### src/rtl/dds_pkg.sv
// Shared definitions for the multi-channel DDS: config encodings, default widths
// and the quarter-wave sine table generator.
package dds_pkg;

  localparam int DEF_N_CH   = 4;
  localparam int DEF_ACC_W  = 24;
  localparam int DEF_ADDR_W = 8;
  localparam int DEF_SINE_W = 12;

  typedef enum logic [1:0] {
    CFG_FTW = 2'd0,
    CFG_OFF = 2'd1,
    CFG_CLR = 2'd2,
    CFG_NOP = 2'd3
  } cfg_sel_e;

  localparam int     FRAC_W      = 30;
  localparam longint PI_HALF_Q30 = 64'sd1686629713;

  // round((2^(sine_w-1)-1) * sin(pi/2 * (k+0.5) / 2^addr_w)), evaluated in Q30
  // fixed point with a Taylor series so it folds to a constant at elaboration.
  function automatic int rom_value(input int k, input int addr_w, input int sine_w);
    longint x;
    longint x2;
    longint term;
    longint sum;
    longint amp;
    x    = (PI_HALF_Q30 * longint'(2 * k + 1)) >>> (addr_w + 1);
    x2   = (x * x) >>> FRAC_W;
    term = x;
    sum  = x;
    for (int n = 1; n <= 9; n++) begin
      term = -((term * x2) >>> FRAC_W) / longint'(4 * n * n + 2 * n);
      sum  = sum + term;
    end
    amp = (longint'(1) <<< (sine_w - 1)) - 1;
    return int'((amp * sum + (longint'(1) <<< (FRAC_W - 1))) >>> FRAC_W);
  endfunction

endpackage

### src/rtl/quarter_sine_rom.sv
// Quarter-wave sine magnitude ROM with a registered, enable-gated read port.
// Entries are offset by half an LSB in phase so that ~addr mirrors exactly.
module quarter_sine_rom
  import dds_pkg::*;
#(
  parameter int ADDR_W = DEF_ADDR_W,
  parameter int SINE_W = DEF_SINE_W
) (
  input  logic              clock,
  input  logic              en,
  input  logic [ADDR_W-1:0] addr,
  output logic [SINE_W-2:0] data
);

  localparam int DEPTH = 2 ** ADDR_W;

  logic [SINE_W-2:0] rom_table [DEPTH];

  for (genvar gi = 0; gi < DEPTH; gi++) begin : g_entry
    localparam int VALUE = rom_value(gi, ADDR_W, SINE_W);
    assign rom_table[gi] = VALUE[SINE_W-2:0];
  end

  always_ff @(posedge clock) begin
    if (en) begin
      data <= rom_table[addr];
    end
  end

endmodule

### src/rtl/multi_channel_dds.sv
// Time-multiplexed N-channel DDS sine source: round-robin issue of per-channel
// phase, quadrant fold, shared quarter-wave ROM and sign restore on a valid/ready stream.
module multi_channel_dds
  import dds_pkg::*;
#(
  parameter int N_CH   = DEF_N_CH,
  parameter int CH_W   = (N_CH > 1) ? $clog2(N_CH) : 1,
  parameter int ACC_W  = DEF_ACC_W,
  parameter int ADDR_W = DEF_ADDR_W,
  parameter int SINE_W = DEF_SINE_W
) (
  input  logic              clock,
  input  logic              reset,
  input  logic              enable,
  input  logic              cfg_we,
  input  logic [CH_W-1:0]   cfg_ch,
  input  logic [1:0]        cfg_sel,
  input  logic [ACC_W-1:0]  cfg_data,
  output logic              out_valid,
  input  logic              out_ready,
  output logic [SINE_W-1:0] out_sample,
  output logic [CH_W-1:0]   out_ch
);

  logic [ACC_W-1:0] acc [N_CH];
  logic [ACC_W-1:0] ftw [N_CH];
  logic [ACC_W-1:0] off [N_CH];
  logic [CH_W-1:0]  ptr;
  logic [N_CH-1:0]  cfg_hit;

  logic stall;
  logic issue;

  logic [1:0]              quad;
  logic [ADDR_W-1:0]       addr_raw;
  logic [ADDR_W-1:0]       addr_fold;
  logic [ACC_W-ADDR_W-3:0] ph_unused;

  logic              v1;
  logic              neg1;
  logic [ADDR_W-1:0] addr1;
  logic [CH_W-1:0]   ch1;
  logic              v2;
  logic              neg2;
  logic [CH_W-1:0]   ch2;
  logic [SINE_W-2:0] mag2;
  logic [SINE_W-1:0] mag_ext;

  assign stall = out_valid && !out_ready;
  assign issue = enable && !stall;

  // Out-of-range channel indices never match, so such writes are dropped.
  for (genvar gi = 0; gi < N_CH; gi++) begin : g_hit
    assign cfg_hit[gi] = cfg_we && (cfg_ch == CH_W'(gi));
  end

  always_ff @(posedge clock or posedge reset) begin
    if (reset) begin
      for (int c = 0; c < N_CH; c++) begin
        acc[c] <= '0;
        ftw[c] <= '0;
        off[c] <= '0;
      end
    end else begin
      for (int c = 0; c < N_CH; c++) begin
        if (cfg_hit[c]) begin
          case (cfg_sel)
            CFG_FTW: ftw[c] <= cfg_data;
            CFG_OFF: off[c] <= cfg_data;
            default: ;
          endcase
        end
        // Clear has priority over the accumulator advance of the same cycle.
        if (cfg_hit[c] && (cfg_sel == CFG_CLR)) begin
          acc[c] <= '0;
        end else if (issue && (ptr == CH_W'(c))) begin
          acc[c] <= acc[c] + ftw[c];
        end
      end
    end
  end

  assign {quad, addr_raw, ph_unused} = acc[ptr] + off[ptr];
  assign addr_fold = quad[0] ? ~addr_raw : addr_raw;
  assign mag_ext   = {1'b0, mag2};

  quarter_sine_rom #(
    .ADDR_W (ADDR_W),
    .SINE_W (SINE_W)
  ) u_rom (
    .clock (clock),
    .en    (!stall),
    .addr  (addr1),
    .data  (mag2)
  );

  // A stall freezes every stage together, keeping the output word stable.
  always_ff @(posedge clock or posedge reset) begin
    if (reset) begin
      ptr        <= '0;
      v1         <= 1'b0;
      neg1       <= 1'b0;
      addr1      <= '0;
      ch1        <= '0;
      v2         <= 1'b0;
      neg2       <= 1'b0;
      ch2        <= '0;
      out_valid  <= 1'b0;
      out_sample <= '0;
      out_ch     <= '0;
    end else if (!stall) begin
      if (issue) begin
        ptr <= (ptr == CH_W'(N_CH - 1)) ? '0 : ptr + CH_W'(1);
      end
      v1         <= enable;
      neg1       <= quad[1];
      addr1      <= addr_fold;
      ch1        <= ptr;
      v2         <= v1;
      neg2       <= neg1;
      ch2        <= ch1;
      out_valid  <= v2;
      out_sample <= neg2 ? (SINE_W'(0) - mag_ext) : mag_ext;
      out_ch     <= ch2;
    end
  end

endmodule

### config.mk
export PLATFORM = sky130hd
export DESIGN_NAME = multi_channel_dds
export DESIGN_NICKNAME = d
export VERILOG_FILES = /design/src/rtl/dds_pkg.sv /design/src/rtl/quarter_sine_rom.sv /design/src/rtl/multi_channel_dds.sv
export SDC_FILE = /design/constraint.sdc
export NUM_CORES = 1
export LEC_CHECK = 0
export ABC_AREA = 1
export CORE_ASPECT_RATIO = 1.1
export CORE_MARGIN = 5
export CORE_UTILIZATION = 45
export DETAILED_ROUTE_END_ITERATION = 6
export PLACE_DENSITY = 0.73
export SYNTH_ARGS = -nofsm -noshare
export SYNTH_HDL_FRONTEND = slang
export SYNTH_SLANG_ARGS = --single-unit
### constraint.sdc
create_clock -name clock -period 9.9 [get_ports clock]
set_input_delay 0.99 -clock clock [delete_from_list [all_inputs] [get_ports clock]]
set_output_delay 0.99 -clock clock [all_outputs]
set_load 0.02 [all_outputs]
* Word-level counts from Yosys, hierarchy flattened *
Memories as Yosys holds them, arrays and structs flattened. A register that Yosys moved wholly into a read port is not among the register bits.
Index checks and enable logic that the tools add are counted.

word-level totals
  flip-flop bits (word level) = 321
  bits in read-only memories = 2816
  input port bits = 33
  output and inout port bits = 15
  logic and storage cells = 94
  memories = 1

memories
  memory           words  width  read ports  clocked after Yosys merged registers in  wr ports  line                    text
  (no name shown)  256    11     1           1                                        0         quarter_sine_rom.sv:26  data <= rom_table[addr];

cells by class
  $add $sub $neg = 7
  $lt $le $gt $ge = 1
  equality and inequality tests = 8
  multiplexer cells = 17
  bitwise logic cells = 4
  reduce and logical (&&, ||, !) cells = 33

operators by type and width
  operator                                                   number
  two-way mux 24 bit                                         12
  adder 24 bit                                               5
  binary-select mux 24 bit (select 2 bit)                    2
  AND reduction 2 bit                                        9
  logical AND 1 bit                                          14
  two-way mux 12 bit                                         1
  subtractor 1 x 11 -> 12 bit (first input constant)         1
  == test 2 bit (second input constant)                      5
  inverter 8 -> 9 bit                                        1
  two-way mux 8 bit                                          1
  inverter 8 bit                                             1
  nonzero test 2 bit                                         4
  == test 2 x 1 -> 1 bit (second input constant)             3
  zero test 2 bit                                            3
  greater-or-equal comparator 3 bit (second input constant)  1
  zero test 1 bit                                            3
  inverter 2 -> 3 bit                                        1
  adder 2 x 1 -> 2 bit (second input constant)               1
  two-way mux 2 bit                                          1
  inverter 1 bit                                             1

* Longest topological paths before layout *
Gate-level depths: netlist (run 1).

  depth after elaboration = 7
  mapped depth = 19
  gate-level depth less buffers = 17

* Modules after synthesis *
A second synthesis (run 1) with hierarchy kept.

second synthesis, totals
  cells, all modules = 3205
  area total of the unflattened synthesis = 22725.5 µm²

modules (own cells, without submodules)
  module             times used  cells an instance  area an instance (µm²)  sequential area each (µm²)
  multi_channel_dds  1           2621               19665.1                 8032.7
  quarter_sine_rom   1           584                3060.4                  330.3

* Least setup slack after synthesis (run 1) *
Ideal clock, no wire load.

  path type = register -> register
  start = register ptr[0]
  end = register addr1[5]
  library setup time = 0.117 ns
  data arrival time = 2.658 ns
  required time = 9.783 ns
  slack = 7.125 ns
  cell stages (with the launch flop) = 19
  path buffers = 2
  period minus slack after synthesis = 2.775 ns
  cells stage by stage = dfrtp_1 > inv_2 > clkbuf_1 > clkbuf_1 > nor2_1 > o22ai_1 > ha_1 > nand2_1 > inv_1 > nand2_1 > nand2_1 > nand2_1 > nand3_1 > a21oi_1 > nand3_1 > nand2_2 > nand3_1 > nand3_1 > nand2_1

between the ends
  longest elaborated chain between the ends = 7
  elaborated cells on any way between the ends = 10
  those cells by class = 1 x add/sub; 7 x mux; 2 x bitwise

ends and longest elaborated chain
  element                                                 line                      text
  start: declaration                                      multi_channel_dds.sv:28   logic [CH_W-1:0] ptr;
  start signal: assignment                                multi_channel_dds.sv:113  ptr <= (ptr == CH_W'(N_CH - 1)) ? '0 : ptr + CH_W'(1);
  inverter 2 -> 3 bit (not written as such) *             multi_channel_dds.sv:83   assign {quad, addr_raw, ph_unused} = acc[ptr] + off[ptr];
  binary-select mux 24 bit (select 2 bit)                 multi_channel_dds.sv:83
  two-way mux 24 bit (not written as such) (2 in series)  multi_channel_dds.sv:83
  adder 24 bit *                                          multi_channel_dds.sv:83
  inverter 8 bit                                          multi_channel_dds.sv:84   assign addr_fold = quad[0] ? ~addr_raw : addr_raw;
  two-way mux 8 bit *                                     multi_channel_dds.sv:84
  end signal: assignment                                  multi_channel_dds.sv:117  addr1 <= addr_fold;
  end: declaration                                        multi_channel_dds.sv:41   logic [ADDR_W-1:0] addr1;

Mark *: on every way between the ends. The rest lies on a longest branch, timed or not. The select of a mux whose other input is x is not followed.
A chain may end at the register's enable or synchronous reset.

* Final worst setup path (run 1) *
  start = register ptr[0]
  end = register addr1[1]

Same word-level chain as after synthesis.

==> results of run 1 <==
[stage by stage]
stage | hold WS (ns) | utilization [%] | total power [mW] | instance area, sq um
detailed placement | 0.455 | 47.4 | 7.15 | 23200
finish | 0.468 | 50.2 | 8.82 | 24500
CTS | 0.468 | 50.2 | 8.72 | 24500
global route | 0.491 | 50.2 | 9.51 | 24500
floorplan | 0.440 | - | 5.68 | 22200
global placement | 0.445 | 47.4 | 7.15 | 23200
[cell type report]
| cell class | instances | area [sq um] |
|---|---|---|
| clock inverters | 25 | 303 |
| inverters | 257 | 975 |
| repair buffers | 71 | 651 |
| multi-input cells | 2421 | 12400 |
| well taps | 652 | 816 |
| clock buffers | 49 | 1060 |
| fillers | 4841 | 24400 |
| flip-flops and latches | 332 | 8360 |
[where the power goes]
part,switching [mW],internal (mW)
logic,3.42,1.61
registers,0.427,1.81
clock network,0.640,0.907
[metal layers]
metal | vias to the layer above | global-route usage, %
met4 | 2 | 12.5
met1 | 10300 | 36.4
met3 | 226 | 4.82
met5 | - | 0
li1 | 10600 | -
met2 | 947 | 41.8
[cells by family after synthesis]
kind of cell    after synthesis  synth area share (%)
compound gates              864                  21.5
xor+xnor                     15                 0.591
fa+ha+maj                   137                  7.85
buf+inv                     379                  6.72
flops                       332                  37.6
simple gates               1405                  25.7
[critical path, stage by stage, from the launching register on]
cell,delay (ns)
dfrtp_2,0.38
buf_4,0.28
inv_2,0.19
buf_4,0.70
o21ai_0,0.20
o22ai_1,0.35
ha_1,0.33
a21oi_1,0.31
nand3_1,0.20
a21oi_1,0.27
nand3_1,0.13
nand2_2,0.16
nand3_1,0.09
nand3_1,0.08
nand2_1,0.06
[synthesized netlist by cell type, types with 10 or more instances]
| master | n |
|---|---|
| or2_2 | 10 |
| nand4_1 | 26 |
| nor2_1 | 283 |
| inv_1 | 248 |
| o21ai_0 | 481 |
| a21oi_1 | 179 |
| nand2_1 | 871 |
| nand3b_1 | 11 |
| dfrtp_1 | 321 |
| o22ai_1 | 54 |
| nor3_1 | 34 |
| nand3_1 | 146 |
| xor2_1 | 13 |
| ha_1 | 133 |
| o21bai_1 | 22 |
| a21o_1 | 18 |
| a31oi_1 | 14 |
| o21ai_1 | 11 |
| buf_2 | 40 |
| clkbuf_1 | 71 |
| o211ai_1 | 17 |
| edfxtp_1 | 11 |
[flip-flops by register name, summed over array words and instances (netlist names)]
signal / flops
out_valid: 1
ch1: 2
u_rom.data: 11
ptr: 2
v2: 1
addr1: 8
out_sample: 12
v1: 1
ftw: 96
neg1: 1
off: 96
out_ch: 2
neg2: 1
ch2: 2
acc: 96
[path summary, 6_finish.rpt]
check | from | to | slack (ns) | depth (start not counted)
max in group asynchronous | reset | off[27] | 7.41 | 3
worst min register to register | v2 | out_valid | 0.47 | 1
worst max register to register | ptr[0] | addr1[1] | 5.92 | 14
worst min-delay path | v2 | out_valid | 0.47 | 1
min in group asynchronous | reset | acc[14] | 0.93 | 2
worst max-delay path | ptr[0] | addr1[1] | 5.92 | 14
==> results.py, run 1 <==
metrics = {
    "cts": {
        "cts_max_path_buffers": 3,
        "clockRootBuffer": "clkbuf_16",
        "clk_pin_slew_ns": 0.07,
        "post_cts_buffers": 0,
        "cts_buffers": 40,
        "cts_tree": "built",
        "cts_hold_buf": 0,
        "cts_sinks": 332,
        "htreeDepth": 2,
        "cts_resized": 0,
        "clock_latency_ns": 0.59,
    },
    "sta": {
        "slew_headroom_pct": 35.6,
        "finalCritPeriodShare_pct": 40.2,
        "fin_ws_ns": 5.92,
        "finalSetupTns_ns": 0,
        "setup_viol": 0,
        "period_minus_slack_ns": 3.98,
        "timing.fmax_mhz": 251,
        "max_slew.worst_pin.slew_ns": 0.966,
        "finalMaxSlewViolations": 0,
        "rsz0062_at_grt": "no",
        "hold_violations": 0,
        "fin_worst_skew_ns": 0.0357,
    },
    "synthesis": {
        "synth_seq_cells": 332,
        "synth_seq_area_share_pct": 37.6,
        "synth_fp_nets": 3302,
        "synth_area_leader_cell": "dfrtp_1",
        "synth_cells": 3132,
        "synthTopCellsByArea": "dfrtp_1, nand2_1, o21ai_0",
        "ys_types": 56,
        "ys.flop_type": "dfrtp_1",
        "syn-cell-area_sq_um": 22200,
        "synth_edf_count": 11,
        "yosysWarnings": 0,
        "yosys.area.top_type_share_pct": 36.1,
        "syn_avg_cell_area_sq_um": 7.10,
        "async_flop_share_pct": 96.7,
    },
    "setup_path": {
        "cp_data_required_time_ns": 10.35,
        "cp-end-kind": "flop",
        "path_class": "reg -> reg",
        "critPathLaunchType": "flop",
        "crit_fanout": 93,
        "cp.arrival_ns": 4.43,
    },
    "finish": {
        "final_common_cell": "nand2_1",
        "n_antenna_cell": 0,
        "post_route_cells_drive_above_1_share_pct": 4.22,
        "final_cell_mix": "nand2_1, o21ai_0, dfrtp_1",
        "syn_to_final_growth_pct": 10.4,
        "fin_nets": 3293,
        "final_cells": 3807,
    },
    "place": {
        "pre_cts_ws_ns": 5.41,
        "place_hpwl_um": 54400,
        "gp_congestion": 0.993,
        "dp_cells": 3733,
        "io_buffer_count": 47,
    },
    "global_route": {
        "grt_overflow_total": 0,
        "grt_max_degree": 111,
        "grtUsageTotal_pct": 26.8,
        "grt_pass1_wl_um": 117000,
        "first_global_vias": 20500,
        "antenna_found_initial": 3,
    },
    "power_and_ir_drop": {
        "pwr_density_cell_nw_per_um2": 359,
        "peakVddDrop_uv": 176,
        "power.leakage_nw": 12.1,
    },
    "run": {
        "cap_violations": 0,
    },
    "floorplan": {
        "die_h_um": 243,
        "die_w_um": 222,
        "rows": 85,
        "core_sq_um": 48900,
        "dieArea_sq_um": 53900,
        "ios": 48,
        "initial_utilization_pct": 45.4,
    },
    "routing": {
        "wire_per_inst_um": 19.6,
        "wirelength_met1_um": 31200,
        "final_antenna_net_count": 0,
        "wl_met3_um": 5960,
        "drt-total-wl_um": 74400,
        "route.detailed.drc": 0,
        "dr.pass1.iters": 6,
        "top_layer": "met5",
        "via_count": 22000,
        "drt_iter0_drc": 2813,
        "wl_met2_um": 33100,
        "viasPerCell": 5.79,
    },
    "min_path": {
        "hold_class": "reg -> reg",
    },
    "status": {
        "run_status": "complete, no violations",
    },
}
No activity file was read; power rests on OpenSTA's default activity.
==> run 2, diff against run 1 <==
--- a/config.mk
+++ b/config.mk
@@ -10,7 +10,7 @@
 export CORE_MARGIN = 5
 export CORE_UTILIZATION = 45
 export DETAILED_ROUTE_END_ITERATION = 6
-export PLACE_DENSITY = 0.73
+export PLACE_DENSITY = 0.71
 export SYNTH_ARGS = -nofsm -noshare
 export SYNTH_HDL_FRONTEND = slang
 export SYNTH_SLANG_ARGS = --single-unit
==> constraint.sdc (replaced) <==
create_clock -name clock -period 3.9 [get_ports clock]
set_input_delay 0.39 -clock clock [delete_from_list [all_inputs] [get_ports clock]]
set_output_delay 0.39 -clock clock [all_outputs]
set_load 0.02 [all_outputs]
==> results.py, run 2 (synthesized netlist as in run 1, its figures left out) <==
metrics = {
    "floorplan": {
        "initial_utilization_pct": 45.4,
        "die_h_um": 243,
        "core_sq_um": 48900,
        "rows": 85,
        "die_w_um": 222,
        "dieArea_sq_um": 53900,
        "ios": 48,
    },
    "finish": {
        "fin_nets": 3310,
        "nFillCells": 4905,
        "syn_to_final_growth_pct": 11.3,
        "post_route_cells_drive_above_1_share_pct": 4.79,
        "reg_top3": "acc x96, ftw x96, off x96",
        "final_common_cell": "nand2_1",
        "final_cell_mix": "nand2_1, o21ai_0, dfrtp_1",
        "final_util_pct": 50.5,
    },
    "setup_path": {
        "path_cells": "inv_1 -> buf_12 -> o21ai_0 -> o22ai_1 -> ha_1 -> a21oi_1 -> nor2_1 -> o21ai_1 -> nand2_1 -> a21oi_1 -> nand3_1 -> nand2_2 -> nand3_1 -> nand3_1 -> nand2_1",
        "slowest_stage": "inv_1",
        "path_class": "reg -> reg",
        "crit_top_cell": "nand3_1",
        "crit_start": "ptr[1]",
        "crit_fanout": 31,
        "cp.arrival_ns": 3.62,
        "timing.rr.end": "addr1[3]",
        "reg2reg_from": "ptr[1]",
        "cp_data_required_time_ns": 4.34,
        "critPathMaxStageDelay_ns": 0.46,
        "r2r_setup_slack_ns": 0.71,
        "reg2reg_depth": 15,
        "critPathLaunchType": "flop",
        "cp-end-kind": "flop",
    },
    "sta": {
        "timing.fmax_mhz": 314,
        "finalMaxSlewViolations": 0,
        "period_minus_slack_ns": 3.19,
        "max_slew.worst_pin.slew_ns": 1.14,
        "finalSetupTns_ns": 0,
        "slew_headroom_pct": 23.9,
        "setup_viol": 0,
        "fin_worst_skew_ns": 0.0332,
        "hold_violations": 0,
        "rsz0062_at_grt": "no",
        "finalCritPeriodShare_pct": 81.7,
        "whs_ns": 0.406,
    },
    "place": {
        "io_buffer_count": 47,
        "gp_congestion": 1.02,
        "place_hpwl_um": 56800,
    },
    "routing": {
        "route.detailed.drc": 0,
        "final_antenna_net_count": 0,
        "drt-total-wl_um": 76500,
        "viasPerCell": 5.73,
        "via_count": 21900,
        "dr.pass1.iters": 7,
        "drt_iter0_drc": 2582,
        "wire_per_inst_um": 20.0,
    },
    "global_route": {
        "grt_max_degree": 98,
        "grtUsageTotal_pct": 27.6,
        "grt_use_met3_pct": 3.52,
        "grt.busiest_layer": "met2",
        "first_global_vias": 20600,
        "grt_pass1_wl_um": 119000,
        "antenna_found_initial": 3,
        "met1_usage_pct": 37.2,
        "grt_overflow_total": 0,
        "gr-usage-met2_pct": 44.3,
    },
    "cts": {
        "clockRootBuffer": "clkbuf_16",
        "clock_latency_ns": 0.58,
        "cts_sinks": 332,
        "cts_resized": 0,
        "post_cts_buffers": 0,
        "cts_hold_buf": 0,
        "cts_buffers": 39,
        "htreeDepth": 2,
        "clk_pin_slew_ns": 0.06,
        "cts_max_path_buffers": 3,
        "cts_tree": "built",
    },
    "min_path": {
        "hold_class": "in -> async",
    },
    "status": {
        "run_status": "complete, no violations",
    },
    "power_and_ir_drop": {
        "peakVddDrop_uv": 672,
        "pwr_density_cell_nw_per_um2": 909,
        "power.leakage_nw": 12.2,
        "p_total_mw": 22.5,
    },
    "run": {
        "cap_violations": 0,
    },
}
run 2: cell count changes in the layout (fill, tap and decap cells not counted), moves of 2 or more:
cell / delta
buf_12: +7
buf_4: +11
bufinv_16: -2
clkbuf_1: -3
clkbuf_8: +3
diode_2: +4
run 2: how the worst max path moves through the flow:
stage,end
after global routing,addr1[6]
after floorplan,acc[0]
final,addr1[3]
after detailed placement,addr1[3]
after global placement,addr1[5]
after CTS,addr1[3]
run 2: final cells by class:
class | instances | area (sq um) | share of cell area [%]
multi-input combinational | 2421 | 12400 | 50.0
clock inverter | 23 | 253 | 1.02
antenna | 4 | 10.0 | 0.0405
sequential | 332 | 8360 | 33.8
timing repair buffer | 89 | 873 | 3.53
clock buffer | 48 | 1070 | 4.33
tap | 652 | 816 | 3.30
inverter | 257 | 971 | 3.93
run 2: where the power goes:
| part | internal (mW) | switching [mW] |
|---|---|---|
| logic | 4.21 | 8.65 |
| clock network | 2.18 | 1.57 |
| registers | 4.60 | 1.25 |
run 2: per-stage QoR:
step                worst slack (ns)  cell area [sq um]  cells
CTS                            0.778              24700   3822
global route                   0.454              24700   3822
finish                         0.714              24700   3826
detailed placement             0.846              23400   3751
floorplan                     -0.771              22200   3132
global placement               0.921              23400   3751
run 2: per-layer routing:
layer	vias up	wire (um)
li1	10600	-
met1	10200	32200
met2	875	34600
met3	202	5820
met4	2	3950
met5	-	9
run 2: critical path, delay by kind of cell (launching register included):
family,cells,cell delay (ns)
AO/OA/AOI/OAI,5,0.91
adder cells (fa/ha/maj),1,0.34
buffers and inverters,2,0.72
flip-flops,1,0.38
AND/OR/NAND/NOR,7,0.70
